**config.mk**
```make
export PLATFORM = sky130hd
export DESIGN_NAME = vga_ram_arbiter
export DESIGN_NICKNAME = d
export VERILOG_FILES = /design/src/rtl/vga_ram_arbiter.sv
export SDC_FILE = /design/constraint.sdc
export NUM_CORES = 1
export LEC_CHECK = 0
export ABC_AREA = 1
export ABC_CLOCK_PERIOD_IN_PS = 1290
export CORE_ASPECT_RATIO = 1.5
export CORE_MARGIN = 2
export CORE_UTILIZATION = 45
export DETAILED_ROUTE_END_ITERATION = 10
export GPL_TIMING_DRIVEN = 0
export PLACE_DENSITY_LB_ADDON = 0.1
export SETUP_SLACK_MARGIN = 0.02
export SLEW_MARGIN = 30
export SYNTH_ARGS = -nofsm -noshare
export SYNTH_HDL_FRONTEND = slang
export SYNTH_SLANG_ARGS = --single-unit
```
**constraint.sdc**
```tcl
create_clock -name vga_clk -period 1.29 [get_ports vga_clk]
set_input_delay 0.258 -clock vga_clk [delete_from_list [all_inputs] [get_ports vga_clk]]
set_output_delay 0.258 -clock vga_clk [all_outputs]
set_load 0.05 [all_outputs]
```
**src/rtl/vga_ram_arbiter.sv**
```systemverilog
// Shares one single-port pixel RAM between the display scan (always wins) and a
// blanking-time pixel writer; display data and syncs leave re-aligned by 3 cycles.
module vga_ram_arbiter #(
  parameter int unsigned ADDR_W = 19,
  parameter int unsigned DATA_W = 16,
  parameter int unsigned H_ACT  = 800,
  parameter int unsigned V_ACT  = 600
) (
  input  logic              vga_clk,
  input  logic              rst_n,
  input  logic              Ready_Sig,
  input  logic              HSYNC_Sig,
  input  logic              VSYNC_Sig,
  input  logic [10:0]       Column_Addr_Sig,
  input  logic [10:0]       Row_Addr_Sig,
  input  logic              wr_req,
  input  logic [ADDR_W-1:0] wr_addr,
  input  logic [DATA_W-1:0] wr_data,
  output logic              wr_ack,
  output logic              wr_err,
  output logic [ADDR_W-1:0] ram_addr,
  output logic [DATA_W-1:0] ram_wdata,
  output logic              ram_we,
  input  logic [DATA_W-1:0] ram_rdata,
  output logic [DATA_W-1:0] pix_data,
  output logic              pix_valid,
  output logic              hsync_o,
  output logic              vsync_o,
  output logic              frame_start
);

  localparam logic [ADDR_W-1:0] PixLimit = ADDR_W'(H_ACT * V_ACT);

  typedef enum logic [1:0] {StIdle, StRead, StWrite} state_e;

  state_e            state;
  logic [2:0]        rdy_dly;
  logic [2:0]        hs_dly;
  logic [2:0]        vs_dly;
  logic [ADDR_W-1:0] row_w;
  logic [ADDR_W-1:0] col_w;
  logic [ADDR_W-1:0] disp_addr;
  logic              in_range;

  assign row_w    = ADDR_W'(Row_Addr_Sig);
  assign col_w    = ADDR_W'(Column_Addr_Sig);
  assign in_range = (wr_addr < PixLimit);

  // 800 = 512 + 256 + 32, so the default width needs only shifts and adds.
  always_comb begin
    disp_addr = '0;
    if (H_ACT == 800) begin
      disp_addr = (row_w << 9) + (row_w << 8) + (row_w << 5) + col_w;
    end else begin
      disp_addr = row_w * ADDR_W'(H_ACT) + col_w;
    end
  end

  always_ff @(posedge vga_clk or negedge rst_n) begin
    if (!rst_n) begin
      state       <= StIdle;
      ram_addr    <= '0;
      ram_wdata   <= '0;
      ram_we      <= 1'b0;
      wr_ack      <= 1'b0;
      wr_err      <= 1'b0;
      rdy_dly     <= '0;
      hs_dly      <= '0;
      vs_dly      <= '0;
      pix_data    <= '0;
      frame_start <= 1'b0;
    end else begin
      if (Ready_Sig) begin
        state    <= StRead;
        ram_addr <= disp_addr;
        ram_we   <= 1'b0;
        wr_ack   <= 1'b0;
        wr_err   <= 1'b0;
      end else if (wr_req && (state != StWrite)) begin
        // Out-of-range writes are still acked so the writer never stalls.
        state     <= StWrite;
        ram_addr  <= wr_addr;
        ram_wdata <= wr_data;
        ram_we    <= in_range;
        wr_ack    <= 1'b1;
        wr_err    <= ~in_range;
      end else begin
        state  <= StIdle;
        ram_we <= 1'b0;
        wr_ack <= 1'b0;
        wr_err <= 1'b0;
      end

      rdy_dly <= {rdy_dly[1:0], Ready_Sig};
      hs_dly  <= {hs_dly[1:0], HSYNC_Sig};
      vs_dly  <= {vs_dly[1:0], VSYNC_Sig};
      // rdy_dly[1] is the Ready_Sig that launched the read now on ram_rdata.
      pix_data    <= rdy_dly[1] ? ram_rdata : '0;
      frame_start <= vs_dly[0] & ~VSYNC_Sig;
    end
  end

  assign pix_valid = rdy_dly[2];
  assign hsync_o   = hs_dly[2];
  assign vsync_o   = vs_dly[2];

endmodule

```
==> results of run 1 <==
==> cell type report <==
type / instances / area (sq um) / area share
buffer: 11 / 103.9 / 0.01780
inverter: 81 / 329.1 / 0.05639
multi-input combinational: 280 / 2078 / 0.3561
tap: 105 / 131.4 / 0.02251
timing repair buffer: 158 / 1291 / 0.2213
clock inverter: 3 / 42.54 / 0.007290
clock buffer: 12 / 256.5 / 0.04395
sequential: 64 / 1603 / 0.2747
==> final timing paths <==
kind                                      from                  endpoint  cells after the start
hold / removal                           rst_n     frame_start$_DFF_PN0_                      2
hold reg to reg            hs_dly[1]$_DFF_PN0_       hs_dly[2]$_DFF_PN0_                      0
setup / recovery               Row_Addr_Sig[1]  ram_addr[11]$_DFFE_PN0P_                     13
max in group asynchronous                rst_n     pix_data[8]$_DFF_PN0_                      3
min in group vga_clk       hs_dly[1]$_DFF_PN0_       hs_dly[2]$_DFF_PN0_                      0
setup reg to reg            state[1]$_DFF_PN0_   ram_addr[3]$_DFFE_PN0P_                      6
==> cells by family (layout without fill, tap and decap cells) <==
kind of cell,count (synthesis),in the layout,share of synthesized area
AO/OA/AOI/OAI,33,33,0.05748
AND/OR/NAND/NOR,206,206,0.2320
adder cells (fa/ha/maj),37,37,0.1510
buffers and inverters,92,265,0.1066
XOR/XNOR,4,4,0.009697
flip-flops,64,64,0.4432
==> power groups by stage <==
stage,Clock [W],Combinational [W],Sequential (W)
after CTS,0.00243,0.00343,0.00239
after detailed placement,0,0.00310,0.00243
final,0.00238,0.00359,0.00240
after global routing,0.00253,0.00388,0.00243
after floorplan,0,0.00115,0.00328
after global placement,0,0.00305,0.00242
==> per-layer routing <==
layer / track usage / vias to the layer above / share of wire
met1: 0.2452 / 1627 / 0.34
met3: 0.07199 / 24 / 0.058
met4: 0.1024 / 0 / 0.033
li1: - / 1674 / -
met2: 0.4522 / 96 / 0.56
met5: 0 / - / 0
==> layout by cell type (no fill, tap or decap), types with 5 or more instances in the layout <==
cell type,n
nand2_4,8
nor2_2,5
nand3_2,7
nand3_1,11
o21ai_1,6
buf_6,14
a21oi_1,7
clkbuf_16,10
nor2_1,10
nand2_1,138
inv_1,56
nor2_4,9
ha_1,7
buf_2,60
nand2_2,9
a31oi_1,8
ha_4,18
dfrtp_1,63
clkdlybuf4s50_1,60
inv_2,18
buf_4,15
fa_1,8
==> flip-flops by register name (all words and copies together) (netlist names), 3 cells and up <==
name / cells
ram_addr: 19
hs_dly: 3
pix_data: 16
rdy_dly: 3
vs_dly: 3
ram_wdata: 16
==> cells in the mapped netlist (all sizes together) <==
cell	number
ha	26
nand2	155
o21ai	8
nand3b	2
nand4	3
buf	10
fa	11
a22o	2
o21bai	2
clkbuf	1
nor4	1
a21boi	1
nor2	24
nand3	19
xnor2	2
or2	1
clkinv	2
xor2	2
inv	79
a31oi	8
nor3	1
o211ai	1
a21oi	11
dfrtp	64
==> worst reg2reg max path, delay by kind of cell, from the launching register on <==
family	cells	cell delay, ps
and+or+nand+nor	2	110
buffers and inverters	2	240
AOI/OAI and AO/OA	2	390
DFF	1	420
==> through the flow <==
stage          setup TNS, ps  total power, W  hold WS (ps)    util
2_1_floorplan          -9715        0.004428        -37.59       -
3_3_place_gp         -164420        0.005473         335.3  0.6568
3_5_place_dp          -31460        0.005529         129.4  0.6600
4_1_cts                -8286        0.008245         325.6  0.7139
5_1_grt                -9694        0.008841         343.1  0.7380
6_report               -8567        0.008381         336.6  0.7380
==> repair_timing <==
| item | in CTS | in global routing |
|---|---|---|
| setup buffers | 10 | 9 |
| gates resized for setup | 405 | 44 |
| hold buffers | 1 | 0 |
| cloned | 0 | 1 |
| endpoints found under the setup margin | 75 | 36 |
| pin swaps | 40 | 12 |
| hold endpoints to repair | 14 | 0 |
==> metrics.cfg, run 1 <==
[status]
status = complete, but fails checks
violations = setup timing

[power_and_ir_drop]
combPwrFrac = 0.429
pwr-share-seq = 0.287
p_sw_w = 0.003199
switching_share = 0.3817
power.internal_w = 0.005182
vdd_drop_max_mv = 1.102
power_leakage_nw = 3.063
power_frac_clock = 0.284
power.density_mw_per_mm2 = 1436

[cts]
cts_sinks = 64
clockBufferDepth = 2
h-tree-depth = 3
numCtsBuffers = 9
cts_root_buf = clkbuf_16
cts_tree = built
clk_pin_slew_worst_paths_ps = 50
clock_latency_ps = 330

[worst_setup_path]
cp-end-kind = flip-flop
cp_max_fo = 4
worst_setup_path_start_kind = primary input
worstPathRequired_ps = 1500
path_class = primary input to flip-flop
crit_arrival_ps = 2380
crit_slowest_cell = fa_1
cpLargestDelayFamily = adder cells
path_cells = buf_8 -> inv_6 -> fa_1 -> fa_1 -> inv_2 -> ha_4 -> nand2_4 -> nand2_4 -> nor2_4 -> inv_2 -> or2_0 -> nand3_1 -> nand3_1
reg2reg_slack_ps = 30
slowest_delay_ps = 540
path_buf_inv = 4

[die]
die_y_microns = 113.8
rows = 40
io_pins = 137
die_w_microns = 77.17
die_area_sq_mm = 0.008778
initial_core_util = 0.4570
coreArea_sq_mm = 0.007908

[layout]
n_antenna_cell = 0
instances_no_fill = 714
drive_above_1_share = 0.3399
fillerInstances = 584
fin_nets = 721
final_area_sq_mm = 0.005836
synthToLayoutAreaGrowth_pct = 61.50

[yosys]
synth_top_area_cell = dfrtp_1
yosysWarnings = 0
synth_area_per_cell_sq_um = 8.288
ys_ff_latch = 64
syn_nets = 552
syn_inst = 436
ys_seq_area_frac = 0.4432
synth_top_area_frac = 0.4432
synth_area_leaders = dfrtp_1 44%, nand2_1 16%, ha_1 9.0%, inv_1 7.9%, fa_1 6.1%
syn_area_sq_mm = 0.003613
synthDistinctLibCells = 33

[place]
gp_congestion = 0.8531
dp.cells = 678
dp_hpwl_mm = 7.169
io_buffers = 136
dpl_cell_area_sq_mm = 0.005219
post-place-ws_ps = -1780

[drt]
drtPass1Iterations = 4
num_vias = 3421
initialDrtViolationCount = 130
drc = 0
wl_per_cell_microns = 14.18
detail-route-antenna-nets = 0
wirelength_mm = 10.12
viasPerCell = 4.791

[sta]
fmax_mhz = 461.2
clock-skew-final_ps = 4.861
tightest_slew_ps = 284.9
setup_viol = 11
hold_viol = 0
slew_violations = 0
fin_crit_ps = 2168
rsz0062_at_grt = true
timing.final.crit_share = 1.681
max-slew-margin-rel = 0.8086
final.setup.worst_slack_ps = -878.1

[global_route]
grt_max_degree = 51
antenna_found_initial = 0
grt_overflow = 0
grt_pass1_vias = 3553
grt_pass1_wl_mm = 16.41
grtUsageTotal = 0.2412

[flow_run]
max_cap_viol_count = 0

[worst_hold_path]
hp-class = primary input to async pin

(Power assumes the default switching activity.)
==> run 2: changes to the inputs <==
==> constraint.sdc (replaced) <==
create_clock -name vga_clk -period 1.29 [get_ports vga_clk]
set_input_delay 0.1935 -clock vga_clk [delete_from_list [all_inputs] [get_ports vga_clk]]
set_output_delay 0.1935 -clock vga_clk [all_outputs]
set_load 0.05 [all_outputs]
==> run 2 against run 1 <==
  * The run still ends with setup timing left
  * Clock-buffer cell count grew 1
  * Power shrank 2.1%
  * Cell count grew 0.14%
  * Via count grew 1.1%
  * Cell area grew 3.2%
  * First-iteration DRC count shrank 15%
  * Register-to-register slack is essentially flat
  * Critical path depth grew 1
  * Flip-flop and latch count is the same
==> metrics.cfg, run 2 (synthesized netlist as in run 1, its figures left out) <==
[status]
status = complete, but fails checks  ; unchanged
violations = setup timing  ; unchanged

[power_and_ir_drop]
power_leakage_nw = 3.013  ; was 3.063 nW
p_sw_w = 0.003171  ; was 0.003199 W
switching_share = 0.3866  ; was 0.3817
combPwrFrac = 0.450  ; was 0.429
power_frac_clock = 0.260  ; was 0.284
power_w = 0.008203  ; was 0.008381 W
vdd_drop_max_mv = 0.8050  ; was 1.102 mV
power.density_mw_per_mm2 = 1362  ; was 1436 mW/mm^2
pwr-share-seq = 0.291  ; was 0.287
power.internal_w = 0.005032  ; was 0.005182 W

[die]
rows = 40  ; unchanged
coreArea_sq_mm = 0.007908  ; unchanged
die_area_sq_mm = 0.008778  ; unchanged
io_pins = 137  ; unchanged
die_w_microns = 77.17  ; unchanged
die_y_microns = 113.8  ; unchanged
initial_core_util = 0.4570  ; unchanged

[place]
io_buffers = 136  ; unchanged
dp.cells = 678  ; unchanged
dp_hpwl_mm = 7.252  ; was 7.169 mm
gp_congestion = 0.7920  ; was 0.8531

[cts]
clk_pin_slew_worst_paths_ps = 50  ; about the same
cts_sinks = 64  ; unchanged
cts_root_buf = clkbuf_16  ; unchanged
clock_latency_ps = 320  ; was 330 ps
numCtsBuffers = 9  ; unchanged
clockBufferDepth = 2  ; unchanged
h-tree-depth = 3  ; unchanged
cts_tree = built  ; unchanged

[layout]
top_regs = ram_addr (19), pix_data (16), ram_wdata (16)  ; unchanged
drive_above_1_share = 0.3148  ; was 0.3399
synthToLayoutAreaGrowth_pct = 66.66  ; was 61.50%
fillerInstances = 569  ; was 584
instances_no_fill = 715  ; was 714
final_common_cell = nand2_1  ; unchanged
most-common-layout-cells = 141 x nand2_1, 63 x dfrtp_1, 61 x clkdlybuf4s50_1, 58 x inv_1, 43 x clkdlybuf4s15_2  ; was 138 x nand2_1, 63 x dfrtp_1, 60 x buf_2, 60 x clkdlybuf4s50_1, 56 x inv_1
fin_nets = 721  ; unchanged
largest-register = ram_addr  ; unchanged
seq_area_sq_mm = 0.001603  ; unchanged
largest_reg_flops = 19  ; unchanged
n_antenna_cell = 0  ; unchanged
multi_input_area_sq_mm = 0.002003  ; was 0.002078 sq mm

[sta]
fin_crit_ps = 2144  ; was 2168 ps
fmax_mhz = 466.4  ; was 461.2 MHz
rsz0062_at_grt = true  ; unchanged
final.setup.worst_slack_ps = -854.1  ; was -878.1 ps
slew_violations = 0  ; unchanged
setup_viol = 11  ; unchanged
finalSetupTns_ps = -8034  ; was -8567 ps
tightest_slew_ps = 303.7  ; was 284.9 ps
max-slew-margin-rel = 0.7985  ; was 0.8086
clock-skew-final_ps = 5.579  ; was 4.861 ps
hold_viol = 0  ; unchanged
timing.final.crit_share = 1.662  ; was 1.681

[worst_setup_path]
cp-end-kind = flip-flop  ; unchanged
worst_setup_path_start_kind = primary input  ; unchanged
crit_arrival_ps = 2340  ; was 2380 ps
cp-endpoint = ram_addr[13]$_DFFE_PN0P_  ; was ram_addr[11]$_DFFE_PN0P_
cp_max_fo = 4  ; unchanged
ff2ff_path_depth = 7  ; was 6
worstReg2RegEnd = ram_addr[17]$_DFFE_PN0P_  ; was ram_addr[3]$_DFFE_PN0P_
path_class = primary input to flip-flop  ; unchanged
startpoint = Row_Addr_Sig[2]  ; was Row_Addr_Sig[1]
reg2reg_slack_ps = 40  ; was 30 ps
r2r-start = rdy_dly[0]$_DFF_PN0_  ; was state[1]$_DFF_PN0_
worstPathRequired_ps = 1490  ; was 1500 ps

[worst_hold_path]
hp-class = primary input to async pin  ; unchanged

[global_route]
grtUsageTotal = 0.2376  ; was 0.2412
antenna_found_initial = 0  ; unchanged
grt_overflow = 0  ; unchanged
grt_pass1_wl_mm = 16.31  ; was 16.41 mm
grt_max_degree = 45  ; was 51
grt_pass1_vias = 3467  ; was 3553

[drt]
drc = 0  ; unchanged
drt-met1-wl_mm = 3.836  ; was 3.488 mm
wirelength_mm = 10.38  ; was 10.12 mm
detail-route-antenna-nets = 0  ; unchanged
initialDrtViolationCount = 110  ; was 130
wl_met2_mm = 5.742  ; was 5.712 mm
dr_wl_met3_microns = 426  ; was 592 microns
dr.max_layer_used = met4  ; unchanged
wl_per_cell_microns = 14.52  ; was 14.18 microns
drtPass1Iterations = 4  ; unchanged
viasPerCell = 4.836  ; was 4.791
num_vias = 3458  ; was 3421

[flow_run]
max_cap_viol_count = 0  ; unchanged

## run 2: cell count changes in the layout (fill, tap and decap cells not counted), sizes merged
| cell | previous run | this run |
|---|---|---|
| buf | 93 | 46 |
| bufinv | 1 | 0 |
| clkbuf | 19 | 18 |
| clkdlybuf4s15 | 3 | 45 |
| clkdlybuf4s18 | 0 | 7 |
| clkdlybuf4s50 | 60 | 61 |
| clkinv | 2 | 3 |
| dlygate4sd2 | 3 | 4 |
| dlymetal6s2s | 2 | 0 |
## run 2: per-stage QoR
step / cell area [sq um] / utilization / hold WS [ps] / setup slack (ps)
floorplan: 3689 / - / -102.1 / -970.9
global placement: 5181 / 0.6552 / 334.2 / -2201
detailed placement: 5199 / 0.6574 / 96.83 / -1671
CTS: 5869 / 0.7422 / 296.4 / -810.6
global route: 6022 / 0.7616 / 307.2 / -941.1
finish: 6022 / 0.7616 / 299.4 / -854.1
## run 2: worst min path at each step
stage	endpoint	slack, ps
6_report	ram_wdata[1]$_DFFE_PN0P_	300
5_1_grt	hs_dly[0]$_DFF_PN0_	310
4_1_cts	ram_wdata[4]$_DFFE_PN0P_	300
3_5_place_dp	vs_dly[2]$_DFF_PN0_	100
3_3_place_gp	hs_dly[2]$_DFF_PN0_	330
2_1_floorplan	frame_start$_DFF_PN0_	-100
## run 2: cell type report
type,count,area share
tap,105,0.02182
sequential,64,0.2662
clock inverter,3,0.002909
buffer,11,0.01725
timing repair buffer,158,0.2618
clock buffer,13,0.04155
inverter,81,0.05589
multi-input combinational,280,0.3326
## run 2: power groups by stage
stage | Sequential (W) | Combinational [W] | Clock, W
after global placement | 0.00240 | 0.00305 | 0
after floorplan | 0.00328 | 0.00115 | 0
final | 0.00238 | 0.00369 | 0.00213
after global routing | 0.00241 | 0.00393 | 0.00227
after detailed placement | 0.00242 | 0.00310 | 0
after CTS | 0.00239 | 0.00350 | 0.00218
## run 2: metal layers
| layer | up-vias | global-route usage |
|---|---|---|
| met1 | 1632 | 0.2491 |
| met2 | 116 | 0.4591 |
| met5 | - | 0 |
| met3 | 34 | 0.04430 |
| li1 | 1676 | - |
| met4 | 0 | 0.09524 |
## run 2: worst max-delay path, cell delays in order
cell	delay, ps
buf_8	90
inv_6	30
fa_1	500
fa_1	560
inv_2	40
ha_4	300
nand2_4	60
nor2_4	90
nor2_4	50
buf_6	110
o21ai_2	120
nand2_1	60
nand2_1	60
o21bai_1	70
## run 2: timing repair
action                     in CTS  in global routing
hold buffers                    1                  0
setup buffers                   7                 10
setup endpoints to repair      75                 52
hold endpoints to repair       20                  0
cloned                          0                  3
pin swaps                      33                 23
resized for setup             275                 64
==> run 3: changes to the inputs <==
--- a/config.mk
+++ b/config.mk
@@ -12,7 +12,7 @@
 export CORE_UTILIZATION = 45
 export DETAILED_ROUTE_END_ITERATION = 10
 export GPL_TIMING_DRIVEN = 0
-export PLACE_DENSITY_LB_ADDON = 0.1
+export PLACE_DENSITY = 0.91
 export SETUP_SLACK_MARGIN = 0.02
 export SLEW_MARGIN = 30
 export SYNTH_ARGS = -nofsm -noshare
==> run 3 against run 2 <==
  * The run still ends with setup timing left
  * Global-route usage increased by 1.7 points
  * Clock power rose by 2%
  * Cell count down 0.84%
  * Critical path depth down 2
  * First-iteration DRC count is 39% higher
  * Sequential power about the same
  * Highest routed layer unchanged
  * Flip-flop and latch count is the same
==> metrics.cfg, run 3 (synthesized netlist as in run 1, its figures left out) <==
[sta]
max-slew-margin-rel = 0.7985  ; about the same
slew_violations = 0  ; unchanged
tightest_slew_ps = 303.7  ; about the same
timing.final.crit_share = 1.688  ; was 1.662
hold_viol = 0  ; unchanged
final.setup.worst_slack_ps = -887.6  ; was -854.1 ps
fin_crit_ps = 2178  ; was 2144 ps
finalSetupTns_ps = -8360  ; was -8034 ps
rsz0062_at_grt = true  ; unchanged
setup_viol = 11  ; unchanged
clock-skew-final_ps = 7.128  ; was 5.579 ps
fmax_mhz = 459.2  ; was 466.4 MHz

[global_route]
grt_pass1_vias = 3691  ; was 3467
antenna_found_initial = 0  ; unchanged
grtUsageTotal = 0.2547  ; was 0.2376
grt_overflow = 0  ; unchanged
grt_pass1_wl_mm = 17.34  ; was 16.31 mm
grt_max_degree = 51  ; was 45

[worst_hold_path]
hp-class = primary input to async pin  ; unchanged

[layout]
final_common_cell = nand2_1  ; unchanged
n_antenna_cell = 0  ; unchanged
most-common-layout-cells = 136 x nand2_1, 63 x dfrtp_1, 61 x clkdlybuf4s50_1, 57 x inv_1, 31 x clkdlybuf4s15_2  ; was 141 x nand2_1, 63 x dfrtp_1, 61 x clkdlybuf4s50_1, 58 x inv_1, 43 x clkdlybuf4s15_2
fin_nets = 715  ; was 721
drive_above_1_share = 0.3228  ; was 0.3148
largest-register = ram_addr  ; unchanged
synthToLayoutAreaGrowth_pct = 62.78  ; was 66.66%
largest_reg_flops = 19  ; unchanged
top_regs = ram_addr (19), pix_data (16), ram_wdata (16)  ; unchanged
fillerInstances = 521  ; was 569

[power_and_ir_drop]
vdd_drop_max_mv = 0.9027  ; was 0.8050 mV
power_leakage_nw = 3.004  ; was 3.013 nW
power.density_mw_per_mm2 = 1410  ; was 1362 mW/mm^2

[die]
die_area_sq_mm = 0.008778  ; unchanged
die_y_microns = 113.8  ; unchanged
initial_core_util = 0.4570  ; unchanged
io_pins = 137  ; unchanged
coreArea_sq_mm = 0.007908  ; unchanged
die_w_microns = 77.17  ; unchanged
rows = 40  ; unchanged

[cts]
cts_sinks = 64  ; unchanged
clock_latency_ps = 330  ; was 320 ps
clk_pin_slew_worst_paths_ps = 50  ; about the same
h-tree-depth = 3  ; unchanged
cts_tree = built  ; unchanged
clockBufferDepth = 2  ; unchanged
numCtsBuffers = 9  ; unchanged
cts_root_buf = clkbuf_16  ; unchanged

[worst_setup_path]
r2r-start = state[1]$_DFF_PN0_  ; was rdy_dly[0]$_DFF_PN0_
path_buf_inv = 3  ; was 4
path_class = primary input to flip-flop  ; unchanged
crit_arrival_ps = 2440  ; was 2340 ps
ff2ff_path_depth = 6  ; was 7
startpoint = Column_Addr_Sig[10]  ; was Row_Addr_Sig[2]
cpLargestDelayFamily = adder cells  ; unchanged
cp_max_fo = 4  ; unchanged
worst_setup_path_start_kind = primary input  ; unchanged
path_cells = buf_6 -> inv_2 -> fa_1 -> fa_1 -> inv_2 -> ha_4 -> nand2_4 -> nor2_1 -> nand3_1 -> nand4_1 -> nand3_2 -> nand2_2  ; was buf_8 -> inv_6 -> fa_1 -> fa_1 -> inv_2 -> ha_4 -> nand2_4 -> nor2_4 -> nor2_4 -> buf_6 -> o21ai_2 -> nand2_1 -> nand2_1 -> o21bai_1
worstPathRequired_ps = 1560  ; was 1490 ps
reg2reg_slack_ps = 30  ; was 40 ps
slowest_delay_ps = 570  ; was 560 ps
worstReg2RegEnd = ram_addr[17]$_DFFE_PN0P_  ; unchanged
crit_slowest_cell = fa_1  ; unchanged
cp-end-kind = flip-flop  ; unchanged

[place]
post-place-ws_ps = -1683  ; was -1671 ps
gp_congestion = 0.8766  ; was 0.7920
io_buffers = 136  ; unchanged
dp_hpwl_mm = 7.907  ; was 7.252 mm

[drt]
wl_per_cell_microns = 16.62  ; was 14.52 microns
wirelength_mm = 11.79  ; was 10.38 mm
viasPerCell = 5.117  ; was 4.836
initialDrtViolationCount = 153  ; was 110
drc = 0  ; unchanged
num_vias = 3628  ; was 3458
drtPass1Iterations = 4  ; unchanged
detail-route-antenna-nets = 0  ; unchanged

[status]
violations = setup timing  ; unchanged
status = complete, but fails checks  ; unchanged

[flow_run]
max_cap_viol_count = 0  ; unchanged

run 3: cell types whose count changed in the layout (fill, tap and decap cells not counted), sizes merged:
cell | previous run | this run
buf | 46 | 55
clkbuf | 18 | 13
clkdlybuf4s15 | 45 | 33
clkdlybuf4s18 | 7 | 4
clkinv | 3 | 7
dlymetal6s2s | 0 | 1
run 3: layer usage:
metal  vias to the layer above  routed length, microns  global-route usage
li1                       1658                       -                   -
met1                      1730                    3948              0.2491
met2                       193                    6551              0.4974
met3                        47                     748             0.06092
met4                         0                     538              0.1119
met5                         -                       0                   0
run 3: stage by stage:
stage	power, W	hold slack (ps)	instances	cell area, sq um	utilization
2_1_floorplan	0.004427	-102.1	436	3689	-
3_3_place_gp	0.005441	334.1	677	5181	0.6552
3_5_place_dp	0.005548	73.61	678	5206	0.6584
4_1_cts	0.008026	266.1	705	5799	0.7334
5_1_grt	0.008644	294.8	709	5882	0.7438
6_report	0.008293	280.7	709	5882	0.7438
run 3: worst max-delay path by stage:
stage | to | slack, ps | cells past startpoint
detailed placement | ram_addr[12]$_DFFE_PN0P_ | -1680 | 12
CTS | ram_addr[13]$_DFFE_PN0P_ | -830 | 14
floorplan | ram_addr[11]$_DFFE_PN0P_ | -970 | 12
global route | ram_addr[17]$_DFFE_PN0P_ | -950 | 13
global placement | state[1]$_DFF_PN0_ | -2110 | 1
finish | ram_addr[17]$_DFFE_PN0P_ | -890 | 12
run 3: final cells by class:
cell class                      count  area, sq um  share of cell area
Multi-Input combinational cell    280         2022              0.3438
Sequential cell                    64         1603              0.2725
Timing Repair Buffer              152         1438              0.2444
Inverter                           81        321.6             0.05467
Clock buffer                        9        225.2             0.03829
Tap cell                          105        131.4             0.02234
Buffer                             11        92.59             0.01574
Clock inverter                      7        48.80            0.008296
run 3: report_power, final:
group / internal (W) / switching [W]
logic: 0.00137 / 0.00235
clock network: 0.00130 / 0.000884
registers: 0.00226 / 0.000131
run 3: what timing repair did:
item	CTS	global route
hold buffers	1	0
pin swaps	29	23
setup endpoints to repair	73	57
cloned	0	1
hold endpoints to repair	14	0
setup buffers	10	3
gates resized for setup	273	88
